--- src/rtl/adc_axim_buf_writer.sv ---
// rtl/adc_axim_buf_writer.sv - AXI4 write master draining an FWFT sample FIFO into ping-pong DDR buffers
module adc_axim_buf_writer #(
  parameter int DATA_WIDTH = 64,
  parameter int BURST_LEN  = 16,
  parameter int CNT_WIDTH  = 10
) (
  input  logic                    axim_clk,
  input  logic                    axim_rstn,
  input  logic                    go,
  input  logic                    int_clr,
  input  logic [31:0]             data_len,
  input  logic [31:0]             wr_addr_0,
  input  logic [31:0]             wr_addr_1,
  input  logic [DATA_WIDTH-1:0]   fifo_rd_data,
  input  logic [CNT_WIDTH-1:0]    fifo_rd_count,
  input  logic                    fifo_ovf,
  output logic                    fifo_rd_en,
  output logic [31:0]             m_axi_awaddr,
  output logic [7:0]              m_axi_awlen,
  output logic [2:0]              m_axi_awsize,
  output logic [1:0]              m_axi_awburst,
  output logic                    m_axi_awvalid,
  input  logic                    m_axi_awready,
  output logic [DATA_WIDTH-1:0]   m_axi_wdata,
  output logic [DATA_WIDTH/8-1:0] m_axi_wstrb,
  output logic                    m_axi_wlast,
  output logic                    m_axi_wvalid,
  input  logic                    m_axi_wready,
  input  logic [1:0]              m_axi_bresp,
  input  logic                    m_axi_bvalid,
  output logic                    m_axi_bready,
  output logic                    done,
  output logic                    int_out,
  output logic                    fifo_overflow,
  output logic [3:0]              wr_buf_index,
  output logic [31:0]             write_count
);
  localparam int BB = BURST_LEN * DATA_WIDTH / 8;
  localparam int BB_LOG2 = $clog2(BB);
  localparam logic [31:0] BB32 = 32'(BB);
  localparam logic [31:0] BASE_MASK = ~((32'd1 << BB_LOG2) - 32'd1);
  localparam logic [7:0] LAST_BEAT = 8'(BURST_LEN - 1);
  localparam logic [CNT_WIDTH-1:0] BL_CNT = CNT_WIDTH'(BURST_LEN);

  typedef enum logic [2:0] {S_IDLE, S_WAIT, S_AW, S_W, S_B, S_NEXT} state_t;

  state_t      state_q, state_d;
  logic        go_dly_q, go_dly_d, int_clr_dly_q, int_clr_dly_d;
  logic [31:0] nbursts_q, nbursts_d, burst_idx_q, burst_idx_d, base_q, base_d;
  logic [31:0] awaddr_q, awaddr_d, write_count_q, write_count_d;
  logic [7:0]  beat_q, beat_d;
  logic        awvalid_q, awvalid_d, wvalid_q, wvalid_d, wlast_q, wlast_d;
  logic        bready_q, bready_d, done_q, done_d, int_out_q, int_out_d;
  logic        fifo_overflow_q, fifo_overflow_d, cur_buf_q, cur_buf_d;
  logic [3:0]  wr_buf_index_q, wr_buf_index_d;
  logic        go_rise, int_clr_rise;
  logic        unused_bresp;

  // Response code is deliberately not inspected: every acknowledged burst counts.
  assign unused_bresp = ^m_axi_bresp;

  always_comb begin
    state_d         = state_q;
    go_dly_d        = go;
    int_clr_dly_d   = int_clr;
    nbursts_d       = nbursts_q;
    burst_idx_d     = burst_idx_q;
    base_d          = base_q;
    awaddr_d        = awaddr_q;
    write_count_d   = write_count_q;
    beat_d          = beat_q;
    awvalid_d       = awvalid_q;
    wvalid_d        = wvalid_q;
    wlast_d         = wlast_q;
    bready_d        = bready_q;
    done_d          = done_q;
    int_out_d       = int_out_q;
    fifo_overflow_d = fifo_overflow_q;
    cur_buf_d       = cur_buf_q;
    wr_buf_index_d  = wr_buf_index_q;
    go_rise         = go & ~go_dly_q;
    int_clr_rise    = int_clr & ~int_clr_dly_q;

    // Clear first so that a completion in the same cycle sets it back.
    if (int_clr_rise) int_out_d = 1'b0;

    case (state_q)
      S_IDLE: begin
        if (go_rise) begin
          done_d          = 1'b0;
          fifo_overflow_d = 1'b0;
          write_count_d   = '0;
          if (data_len >= BB32) begin
            nbursts_d   = data_len / BB32;
            base_d      = (cur_buf_q ? wr_addr_1 : wr_addr_0) & BASE_MASK;
            burst_idx_d = '0;
            state_d     = S_WAIT;
          end
        end
      end
      S_WAIT: begin
        if (fifo_rd_count >= BL_CNT) begin
          awaddr_d  = base_q + burst_idx_q * BB32;
          awvalid_d = 1'b1;
          state_d   = S_AW;
        end
      end
      S_AW: begin
        if (m_axi_awready) begin
          awvalid_d = 1'b0;
          wvalid_d  = 1'b1;
          beat_d    = '0;
          wlast_d   = (LAST_BEAT == 8'd0);
          state_d   = S_W;
        end
      end
      S_W: begin
        if (m_axi_wready) begin
          if (beat_q == LAST_BEAT) begin
            wvalid_d = 1'b0;
            wlast_d  = 1'b0;
            bready_d = 1'b1;
            state_d  = S_B;
          end else begin
            beat_d  = beat_q + 8'd1;
            wlast_d = ((beat_q + 8'd1) == LAST_BEAT);
          end
        end
      end
      S_B: begin
        if (m_axi_bvalid) begin
          bready_d      = 1'b0;
          write_count_d = write_count_q + BB32;
          burst_idx_d   = burst_idx_q + 32'd1;
          state_d       = S_NEXT;
        end
      end
      S_NEXT: begin
        if (burst_idx_q < nbursts_q) begin
          state_d = go ? S_WAIT : S_IDLE;
        end else begin
          int_out_d      = 1'b1;
          wr_buf_index_d = wr_buf_index_q + 4'd1;
          cur_buf_d      = ~cur_buf_q;
          if (go && (data_len >= BB32)) begin
            nbursts_d     = data_len / BB32;
            base_d        = (cur_buf_q ? wr_addr_0 : wr_addr_1) & BASE_MASK;
            burst_idx_d   = '0;
            write_count_d = '0;
            state_d       = S_WAIT;
          end else begin
            done_d  = 1'b1;
            state_d = S_IDLE;
          end
        end
      end
      default: state_d = S_IDLE;
    endcase

    if (fifo_ovf) fifo_overflow_d = 1'b1;
  end

  always_ff @(posedge axim_clk or negedge axim_rstn) begin
    if (!axim_rstn) begin
      state_q         <= S_IDLE;
      go_dly_q        <= 1'b0;
      int_clr_dly_q   <= 1'b0;
      nbursts_q       <= '0;
      burst_idx_q     <= '0;
      base_q          <= '0;
      awaddr_q        <= '0;
      write_count_q   <= '0;
      beat_q          <= '0;
      awvalid_q       <= 1'b0;
      wvalid_q        <= 1'b0;
      wlast_q         <= 1'b0;
      bready_q        <= 1'b0;
      done_q          <= 1'b0;
      int_out_q       <= 1'b0;
      fifo_overflow_q <= 1'b0;
      cur_buf_q       <= 1'b0;
      wr_buf_index_q  <= '0;
    end else begin
      state_q         <= state_d;
      go_dly_q        <= go_dly_d;
      int_clr_dly_q   <= int_clr_dly_d;
      nbursts_q       <= nbursts_d;
      burst_idx_q     <= burst_idx_d;
      base_q          <= base_d;
      awaddr_q        <= awaddr_d;
      write_count_q   <= write_count_d;
      beat_q          <= beat_d;
      awvalid_q       <= awvalid_d;
      wvalid_q        <= wvalid_d;
      wlast_q         <= wlast_d;
      bready_q        <= bready_d;
      done_q          <= done_d;
      int_out_q       <= int_out_d;
      fifo_overflow_q <= fifo_overflow_d;
      cur_buf_q       <= cur_buf_d;
      wr_buf_index_q  <= wr_buf_index_d;
    end
  end

  assign fifo_rd_en    = wvalid_q & m_axi_wready;
  assign m_axi_awaddr  = awaddr_q;
  assign m_axi_awlen   = LAST_BEAT;
  assign m_axi_awsize  = 3'($clog2(DATA_WIDTH / 8));
  assign m_axi_awburst = 2'b01;
  assign m_axi_awvalid = awvalid_q;
  assign m_axi_wdata   = fifo_rd_data;
  assign m_axi_wstrb   = '1;
  assign m_axi_wlast   = wlast_q;
  assign m_axi_wvalid  = wvalid_q;
  assign m_axi_bready  = bready_q;
  assign done          = done_q;
  assign int_out       = int_out_q;
  assign fifo_overflow = fifo_overflow_q;
  assign wr_buf_index  = wr_buf_index_q;
  assign write_count   = write_count_q;
endmodule

--- config.mk ---
export PLATFORM = sky130hd
export DESIGN_NAME = adc_axim_buf_writer
export DESIGN_NICKNAME = d
export VERILOG_FILES = /design/src/rtl/adc_axim_buf_writer.sv
export SDC_FILE = /design/constraint.sdc
export NUM_CORES = 1
export LEC_CHECK = 0
export BUFFER_PORTS_ARGS = -buffer_cell sky130_fd_sc_hd__buf_2
export CORE_AREA = 2 2 150 152
export DETAILED_ROUTE_END_ITERATION = 12
export DIE_AREA = 0 0 152 154
export PLACE_DENSITY = 0.88
export SYNTH_ARGS = -nofsm -noshare
export SYNTH_HDL_FRONTEND = slang
export SYNTH_SLANG_ARGS = --single-unit
--- constraint.sdc ---
create_clock -name axim_clk -period 3.1 [get_ports axim_clk]
set_clock_uncertainty 0.2 [all_clocks]
set_input_delay 0.62 -clock axim_clk [delete_from_list [all_inputs] [get_ports axim_clk]]
set_output_delay 0.62 -clock axim_clk [all_outputs]
set_load 0.05 [all_outputs]
==> metrics.cfg, run 1 <==
[route]
post_drt_wl_per_cell_um = 17.1
drt_first_iter_violations = 627
via_count = 9119
drc_errors = 0
antenna_left = 0
routed_via_density = 5.76
firstDrtPassIters = 6
wl_um = 27100

[synthesis]
synth_compound_gate_area_share = 0.171
synth-edff-count = 0
synth_simple_gate_area_frac = 0.194
netlist_instances = 1144
synth_area_mm2 = 0.0100
warnings_synthesis = 0
synth_top_family_by_area = simple AND/OR/NAND/NOR gates
avgSynthCellArea_um2 = 8.78
count_of_cell_types_in_the_netlist = 56
synth-async-reset-ratio = 1.00
synth-main-ff-cell = sky130_fd_sc_hd__dfrtp_1
yosys.area_share.xor_xnor = 0.0375
synth_seq_area_share = 0.391
synth_fa_ha_area_frac = 0.0680
synth-seq-cells = 157
synthMuxAreaShare = 0.0313

[place]
placement.cell_area_mm2 = 0.0111
dp_hpwl_um = 19500
gp_routability_congestion = 0.874
place.port_buffers = 150

[global_route]
grt_max_degree = 69
grt_overflow = 0
grt_pass1_wl_um = 43700
antenna_found_initial = 0
grt_usage = 0.229
via_count_of_the_first_global_routing_pass = 8976

[worst_setup_path]
number_of_logic_stages_on_the_critical_path_including_buffering = 10
timing.critical_path.slowest_cell_delay_ns = 0.51
startpoint_type_of_the_worst_setup_path = register
timing.critical_path.cells = ha_4, a21o_1, a21oi_2, o211ai_1, nor2_1, a21o_1, or3_4, buf_12, or4_4, a21oi_2
timing.critical_path.required_ns = 3.27
critical_path_peak_fanout = 17
worstSetupEndpointType = register
path_class = register to register
worst_path_dominant_cell_family = simple AND/OR/NAND/NOR gates
critical-path-slowest-cell = sky130_fd_sc_hd__or4_4
worst_ep_arrival_time_ns = 3.25
critPathBufInv = 1
worstRegToRegCells = 10

[pwr]
cellLeakagePower_uw = 0.00600
p_per_area_mw_per_mm2 = 683
internal-power_uw = 4770
sw_frac_of_total = 0.410
worst_ir_drop_vdd_mv = 0.411
share_comb_of_total_power = 0.386
seq_power_share = 0.352
net-switching-power_uw = 3320
clock_power_share = 0.262

[sta]
worst-slew-pin-transition_ns = 0.828
min_period_ns = 3.08
relSlewSlack = 0.446
setup_tns_ns = 0
hold_violations = 0
post-route-period-util = 0.994
fmax_ghz = 0.325
finalSetupViolCount = 0
final_max_slew_viol_count = 0
setup_repair_after_global_routing_missed_its_margin = true

[floorplan]
die_height_um = 154
die_area_mm2 = 0.0234
start_util = 0.463
io_pins = 341
die_w_um = 152
core_area_mm2 = 0.0217
placementRows = 54

[final_layout]
final_core_util = 0.546
area_growth_from_synthesis_to_layout_pct = 18.0
diodes = 0
finish.net_count = 1524
fillerInstances = 1841
ratio_of_cells_with_drive_above_1_in_the_final_layout = 0.232
design_area_mm2 = 0.0119

[clock_network]
cts_max_path_buffers = 2
cts_clk_pin_slew_worst_paths_ns = 0.07
clock-sinks = 157
source_to_sink_clock_delay_at_the_later_pin_of_the_worst_skew_pair_ns = 0.44
cts_tree = yes
numCtsBuffers = 17
clk_root_buffer_cell = sky130_fd_sc_hd__clkbuf_16
cts_htree_levels = 4

[status]
outcome = completed

[run]
max_cap_viol = 0

[min_path]
hold-path-cell-count = 1
class_of_the_worst_hold_path = primary input to register

## cell usage in the layout, fill, tap and decap left out, types with 36 or more instances in the layout
cell	synthesis	layout
sky130_fd_sc_hd__buf_2	2	149
sky130_fd_sc_hd__a21oi_1	47	42
sky130_fd_sc_hd__ha_1	53	50
sky130_fd_sc_hd__nor2_1	59	58
sky130_fd_sc_hd__nand3_1	38	36
sky130_fd_sc_hd__o31ai_1	45	45
sky130_fd_sc_hd__dfrtp_1	157	157
sky130_fd_sc_hd__o21ai_0	123	120
sky130_fd_sc_hd__buf_4	99	78
sky130_fd_sc_hd__inv_1	38	38
sky130_fd_sc_hd__nand2_1	133	133
## repair_timing
action | in CTS | in global routing
hold buffers | 1 | 0
setup buffers | 3 | 2
gates resized for setup | 5 | 17
setup endpoints to repair | 11 | 33
cloned | 0 | 0
pin swaps | 2 | 16
endpoints found under the hold margin | 5 | 0
## registers in the layout (all words and copies together), names as in the netlist
signal,count
m_axi_awvalid,1
m_axi_awaddr,25
int_clr_dly_q,1
burst_idx_q,32
done,1
base_q,25
wr_buf_index,4
cur_buf_q,1
int_out,1
fifo_overflow,1
beat_q,8
m_axi_bready,1
m_axi_wvalid,1
go_dly_q,1
write_count,25
state_q,3
m_axi_wlast,1
nbursts_q,25
## layer usage
layer	track usage	vias to the layer above	routed length (um)
li1	-	4248	-
met1	0.273	4349	10600
met2	0.387	429	13300
met3	0.0617	93	2130
met4	0.106	0	1030
met5	0	-	0
## final cells by class
| class | count | area (um2) | share of cell area |
|---|---|---|---|
| clock inverter | 15 | 163 | 0.0137 |
| multi-input combinational | 838 | 5310 | 0.448 |
| sequential | 157 | 3930 | 0.332 |
| clock buffer | 17 | 425 | 0.0359 |
| inverter | 38 | 143 | 0.0120 |
| tap | 280 | 350 | 0.0296 |
| timing repair buffer | 238 | 1530 | 0.129 |
## power groups by stage
stage / registers [uW] / clock network, uW / logic [uW]
finish: 2850 / 2120 / 3120
global route: 2910 / 2230 / 3420
CTS: 2850 / 2140 / 3090
detailed placement: 2880 / 0 / 3030
global placement: 2860 / 0 / 2920
floorplan: 3320 / 0 / 1870
## path summary, 6_finish.rpt
check                      slack (ns)            start                to
setup / recovery                 0.02  burst_idx_q[21]   burst_idx_q[11]
hold reg to reg                  0.28  wr_buf_index[3]   wr_buf_index[3]
setup reg to reg                 0.02  burst_idx_q[21]   burst_idx_q[11]
min in group asynchronous        0.53        axim_rstn   write_count[22]
max in group asynchronous        1.43        axim_rstn  m_axi_awaddr[11]
hold / removal                   0.09          int_clr     int_clr_dly_q
## Yosys cell counts, types with 4 or more instances
master	count	area, um2
sky130_fd_sc_hd__nor4_1	11	68.8
sky130_fd_sc_hd__a21oi_1	47	235
sky130_fd_sc_hd__xnor2_1	28	245
sky130_fd_sc_hd__nand4_1	25	156
sky130_fd_sc_hd__dfrtp_1	157	3930
sky130_fd_sc_hd__a211oi_1	7	52.6
sky130_fd_sc_hd__clkbuf_1	39	146
sky130_fd_sc_hd__nor2b_1	4	25.0
sky130_fd_sc_hd__buf_4	99	743
sky130_fd_sc_hd__a31oi_1	10	62.6
sky130_fd_sc_hd__a21o_1	21	158
sky130_fd_sc_hd__and2_1	16	100
sky130_fd_sc_hd__nor2_1	59	221
sky130_fd_sc_hd__or3_1	6	37.5
sky130_fd_sc_hd__a211o_1	4	35.0
sky130_fd_sc_hd__o21a_1	4	30.0
sky130_fd_sc_hd__ha_1	53	663
sky130_fd_sc_hd__nor3_1	29	145
sky130_fd_sc_hd__nand3_1	38	190
sky130_fd_sc_hd__o31ai_1	45	338
sky130_fd_sc_hd__and3_1	22	138
sky130_fd_sc_hd__o21ai_0	123	616
sky130_fd_sc_hd__nor3b_1	5	37.5
sky130_fd_sc_hd__xor2_1	15	131
sky130_fd_sc_hd__mux2i_1	28	280
sky130_fd_sc_hd__or4_1	14	105
sky130_fd_sc_hd__and4_1	6	52.6
sky130_fd_sc_hd__nand2_1	133	499
sky130_fd_sc_hd__nand2b_1	11	68.8
sky130_fd_sc_hd__inv_1	38	143
sky130_fd_sc_hd__o211ai_1	6	45.0
## cell families (layout without fill, tap and decap cells)
logic type	after synthesis	count (layout)
other	2	35
AO/OA/AOI/OAI	283	283
buffers and inverters	182	308
XOR/XNOR	43	43
multiplexers	31	31
adder cells (fa/ha/maj)	54	54
flip-flops	157	157
AND/OR/NAND/NOR	392	392
## through the flow
step | std cells | total power, uW | hold slack, ns | setup slack, ns
5_1_grt | 1583 | 8560 | 0.0877 | -0.0540
3_5_place_dp | 1545 | 5910 | 0.258 | -0.123
4_1_cts | 1581 | 8080 | 0.0886 | 0.0252
3_3_place_gp | 1545 | 5780 | 0.255 | -0.0352
6_report | 1583 | 8100 | 0.0927 | 0.0201
2_1_floorplan | 1177 | 5190 | 0.124 | 0.0615
Power figures use the tool's default switching activity.
==> run 2: changes to the inputs <==
- SETUP_SLACK_MARGIN: not set -> 0.3
==> run 2 against run 1 <==
Via count up 2.9%. Fmax down 0.34%. Critical endpoint unchanged. Clock power down 5%. Clock-buffer cell count up 4. First-iteration DRC count up 20%. Sequential share of layout area down 2.2 points. Sequential power about the same. Routed wire length up 12%. Cell area up 7.5%. Non-clock buffer count down 7. Worst hold slack better by 0.0061 ns.
==> metrics.cfg, run 2 (synthesis gave the netlist of run 1 again) <==
[floorplan]
die_height_um = 154  ; unchanged
placementRows = 54  ; unchanged
core_area_mm2 = 0.0217  ; unchanged
start_util = 0.463  ; unchanged
die_w_um = 152  ; unchanged
die_area_mm2 = 0.0234  ; unchanged
io_pins = 341  ; unchanged

[place]
placed_cells_incl_taps = 1517  ; -1.8%
gp_routability_congestion = 0.898  ; +2.7%
place.port_buffers = 150  ; unchanged
pre_cts_slack_ns = -0.00144  ; +0.121 ns
dp_hpwl_um = 18800  ; -3.4%

[final_layout]
largest_register_ffs = 32  ; unchanged
ratio_of_cells_with_drive_above_1_in_the_final_layout = 0.350  ; +0.118
regArea_mm2 = 0.00394  ; +0.22%
area_growth_from_synthesis_to_layout_pct = 26.8
regMostFlops = burst_idx_q
finish.net_count = 1518  ; -0.39%
mostFrequentLayoutCell = sky130_fd_sc_hd__dfrtp_1
area_of_the_multi_input_gates_mm2 = 0.00615  ; +16%
layoutNonFillerInstCount = 1575  ; -0.51%
diodes = 0  ; unchanged
layout_common_cells = sky130_fd_sc_hd__dfrtp_1, sky130_fd_sc_hd__buf_2, sky130_fd_sc_hd__nand2_1
fillerInstances = 1706  ; -7.3%

[clock_network]
source_to_sink_clock_delay_at_the_later_pin_of_the_worst_skew_pair_ns = 0.44  ; about the same
cts_max_path_buffers = 2  ; unchanged
clk_root_buffer_cell = sky130_fd_sc_hd__clkbuf_16
cts_tree = yes
cts_clk_pin_slew_worst_paths_ns = 0.06  ; about the same
clock-sinks = 157  ; unchanged
numCtsBuffers = 17  ; unchanged
cts_htree_levels = 4  ; unchanged

[pwr]
internal-power_uw = 4950  ; +3.6%
worst_ir_drop_vdd_mv = 0.478  ; +16%
p_per_area_mw_per_mm2 = 668  ; -2.2%
sw_frac_of_total = 0.419  ; +0.00886
seq_power_share = 0.339  ; -0.013
share_comb_of_total_power = 0.426  ; +0.040
net-switching-power_uw = 3570  ; +7.5%
clock_power_share = 0.236  ; -0.026
cellLeakagePower_uw = 0.00625  ; +4.1%

[min_path]
class_of_the_worst_hold_path = primary input to register
whs_endpoint = int_clr_dly_q
hp-start = int_clr
hold-path-cell-count = 1  ; unchanged

[sta]
setup_repair_after_global_routing_missed_its_margin = true
min_period_ns = 3.09  ; +0.0105 ns
relSlewSlack = 0.409  ; -0.0378
postLayoutSetupSlackWorst_ns = 0.00961  ; -0.0105 ns
hold_violations = 0  ; unchanged
post-route-period-util = 0.997  ; +0.00338
fmax_ghz = 0.324  ; -0.34%
final_max_slew_viol_count = 0  ; unchanged
worst-slew-pin-transition_ns = 0.885  ; +0.0565 ns
finalSetupViolCount = 0  ; unchanged

[worst_setup_path]
critical-path-slowest-cell = sky130_fd_sc_hd__or4_4
worst_ep_arrival_time_ns = 3.26  ; about the same
timing.critical_path.slowest_cell_delay_ns = 0.48  ; -0.03 ns
critPathBufInv = 1  ; unchanged
timing.critical_path.required_ns = 3.27  ; about the same
critical_path_peak_fanout = 18  ; +1
timing.critical_path.cells = ha_1, and4_1, nand2_1, o21ai_2, nor3_2, o211a_1, or3_4, buf_12, or4_4, a21oi_2
worst_path_dominant_cell_family = simple AND/OR/NAND/NOR gates
startpoint_type_of_the_worst_setup_path = register
worstRegToRegCells = 10  ; unchanged
worstReg2RegStart = burst_idx_q[22]
r2r_setup_slack_ns = 0.01  ; about the same
regToRegEndpoint = burst_idx_q[11]
worstSetupEndpointType = register
path_class = register to register

[global_route]
via_count_of_the_first_global_routing_pass = 8687  ; -3.2%
grt_usage = 0.221  ; -0.00826
grt_max_degree = 58  ; -16%
grt_pass1_wl_um = 42600  ; -2.7%
antenna_found_initial = 0  ; unchanged
grt_overflow = 0  ; unchanged

[status]
outcome = completed

[route]
post_drt_wl_per_cell_um = 19.2  ; +12%
drc_errors = 0  ; unchanged
drt_first_iter_violations = 753  ; +20%
firstDrtPassIters = 9  ; +3
antenna_left = 0  ; unchanged
wl_um = 30300  ; +12%
via_count = 9387  ; +2.9%
routed_via_density = 5.96  ; +3.5%

[run]
max_cap_viol = 0  ; unchanged

## run 2: worst max-delay path by stage
stage | startpoint | end | slack, ns | cells past startpoint
after floorplan | burst_idx_q[21] | burst_idx_q[17] | 0.23 | 11
after global placement | data_len[10] | burst_idx_q[11] | 0.02 | 12
after detailed placement | data_len[9] | burst_idx_q[11] | -0.001 | 12
after CTS | burst_idx_q[21] | burst_idx_q[11] | 0.17 | 10
after global routing | burst_idx_q[22] | burst_idx_q[11] | -0.07 | 10
final | burst_idx_q[22] | burst_idx_q[11] | 0.01 | 10
## run 2: worst reg2reg max path: cells and delay by family, from the launching register on
family | cells | cell delay, ns
and+or+nand+nor | 5 | 1.35
AOI/OAI and AO/OA | 3 | 0.53
DFF | 1 | 0.41
adders and majority gates | 1 | 0.37
buffers and inverters | 1 | 0.17
## run 2: metal layers
layer | up-vias | wire length, um | track usage
li1 | 4266 | - | -
met1 | 4487 | 11700 | 0.274
met2 | 510 | 15000 | 0.379
met3 | 124 | 2160 | 0.0409
met4 | 0 | 1410 | 0.0917
met5 | - | 0 | 0
## run 2: stage by stage
stage	setup TNS [ns]	instance area [um2]	hold slack (ns)	power [uW]	utilization
6_report	0	12700	0.0988	8520	0.588
5_1_grt	-0.365	12700	0.0939	8960	0.588
4_1_cts	0	11600	0.0898	7920	0.534
3_5_place_dp	-0.00144	10900	0.261	5870	0.503
3_3_place_gp	0	10900	0.253	5760	0.503
2_1_floorplan	0	10200	0.124	5210	-
## run 2: cell type report
| type | instances | area share |
|---|---|---|
| clock buffers | 21 | 0.0361 |
| clock inverters | 9 | 0.00697 |
| inverters | 38 | 0.0112 |
| flip-flops and latches | 157 | 0.309 |
| well taps | 280 | 0.0275 |
| repair buffers | 231 | 0.127 |
| multi-input cells | 839 | 0.483 |
## run 2: power groups by stage
| stage | Sequential [uW] | Combinational (uW) | Clock, uW |
|---|---|---|---|
| global placement | 2850 | 2910 | 0 |
| CTS | 2840 | 3080 | 2010 |
| floorplan | 3320 | 1890 | 0 |
| global route | 2950 | 3920 | 2100 |
| finish | 2880 | 3630 | 2010 |
| detailed placement | 2860 | 3010 | 0 |
## run 2: repair_timing
action,4_1_cts,5_1_grt
hold buffers,1,0
gates resized for setup,24,255
endpoints found under the setup margin,58,130
cloned,0,11
pin swaps,10,71
setup buffers,3,13
endpoints found under the hold margin,52,0
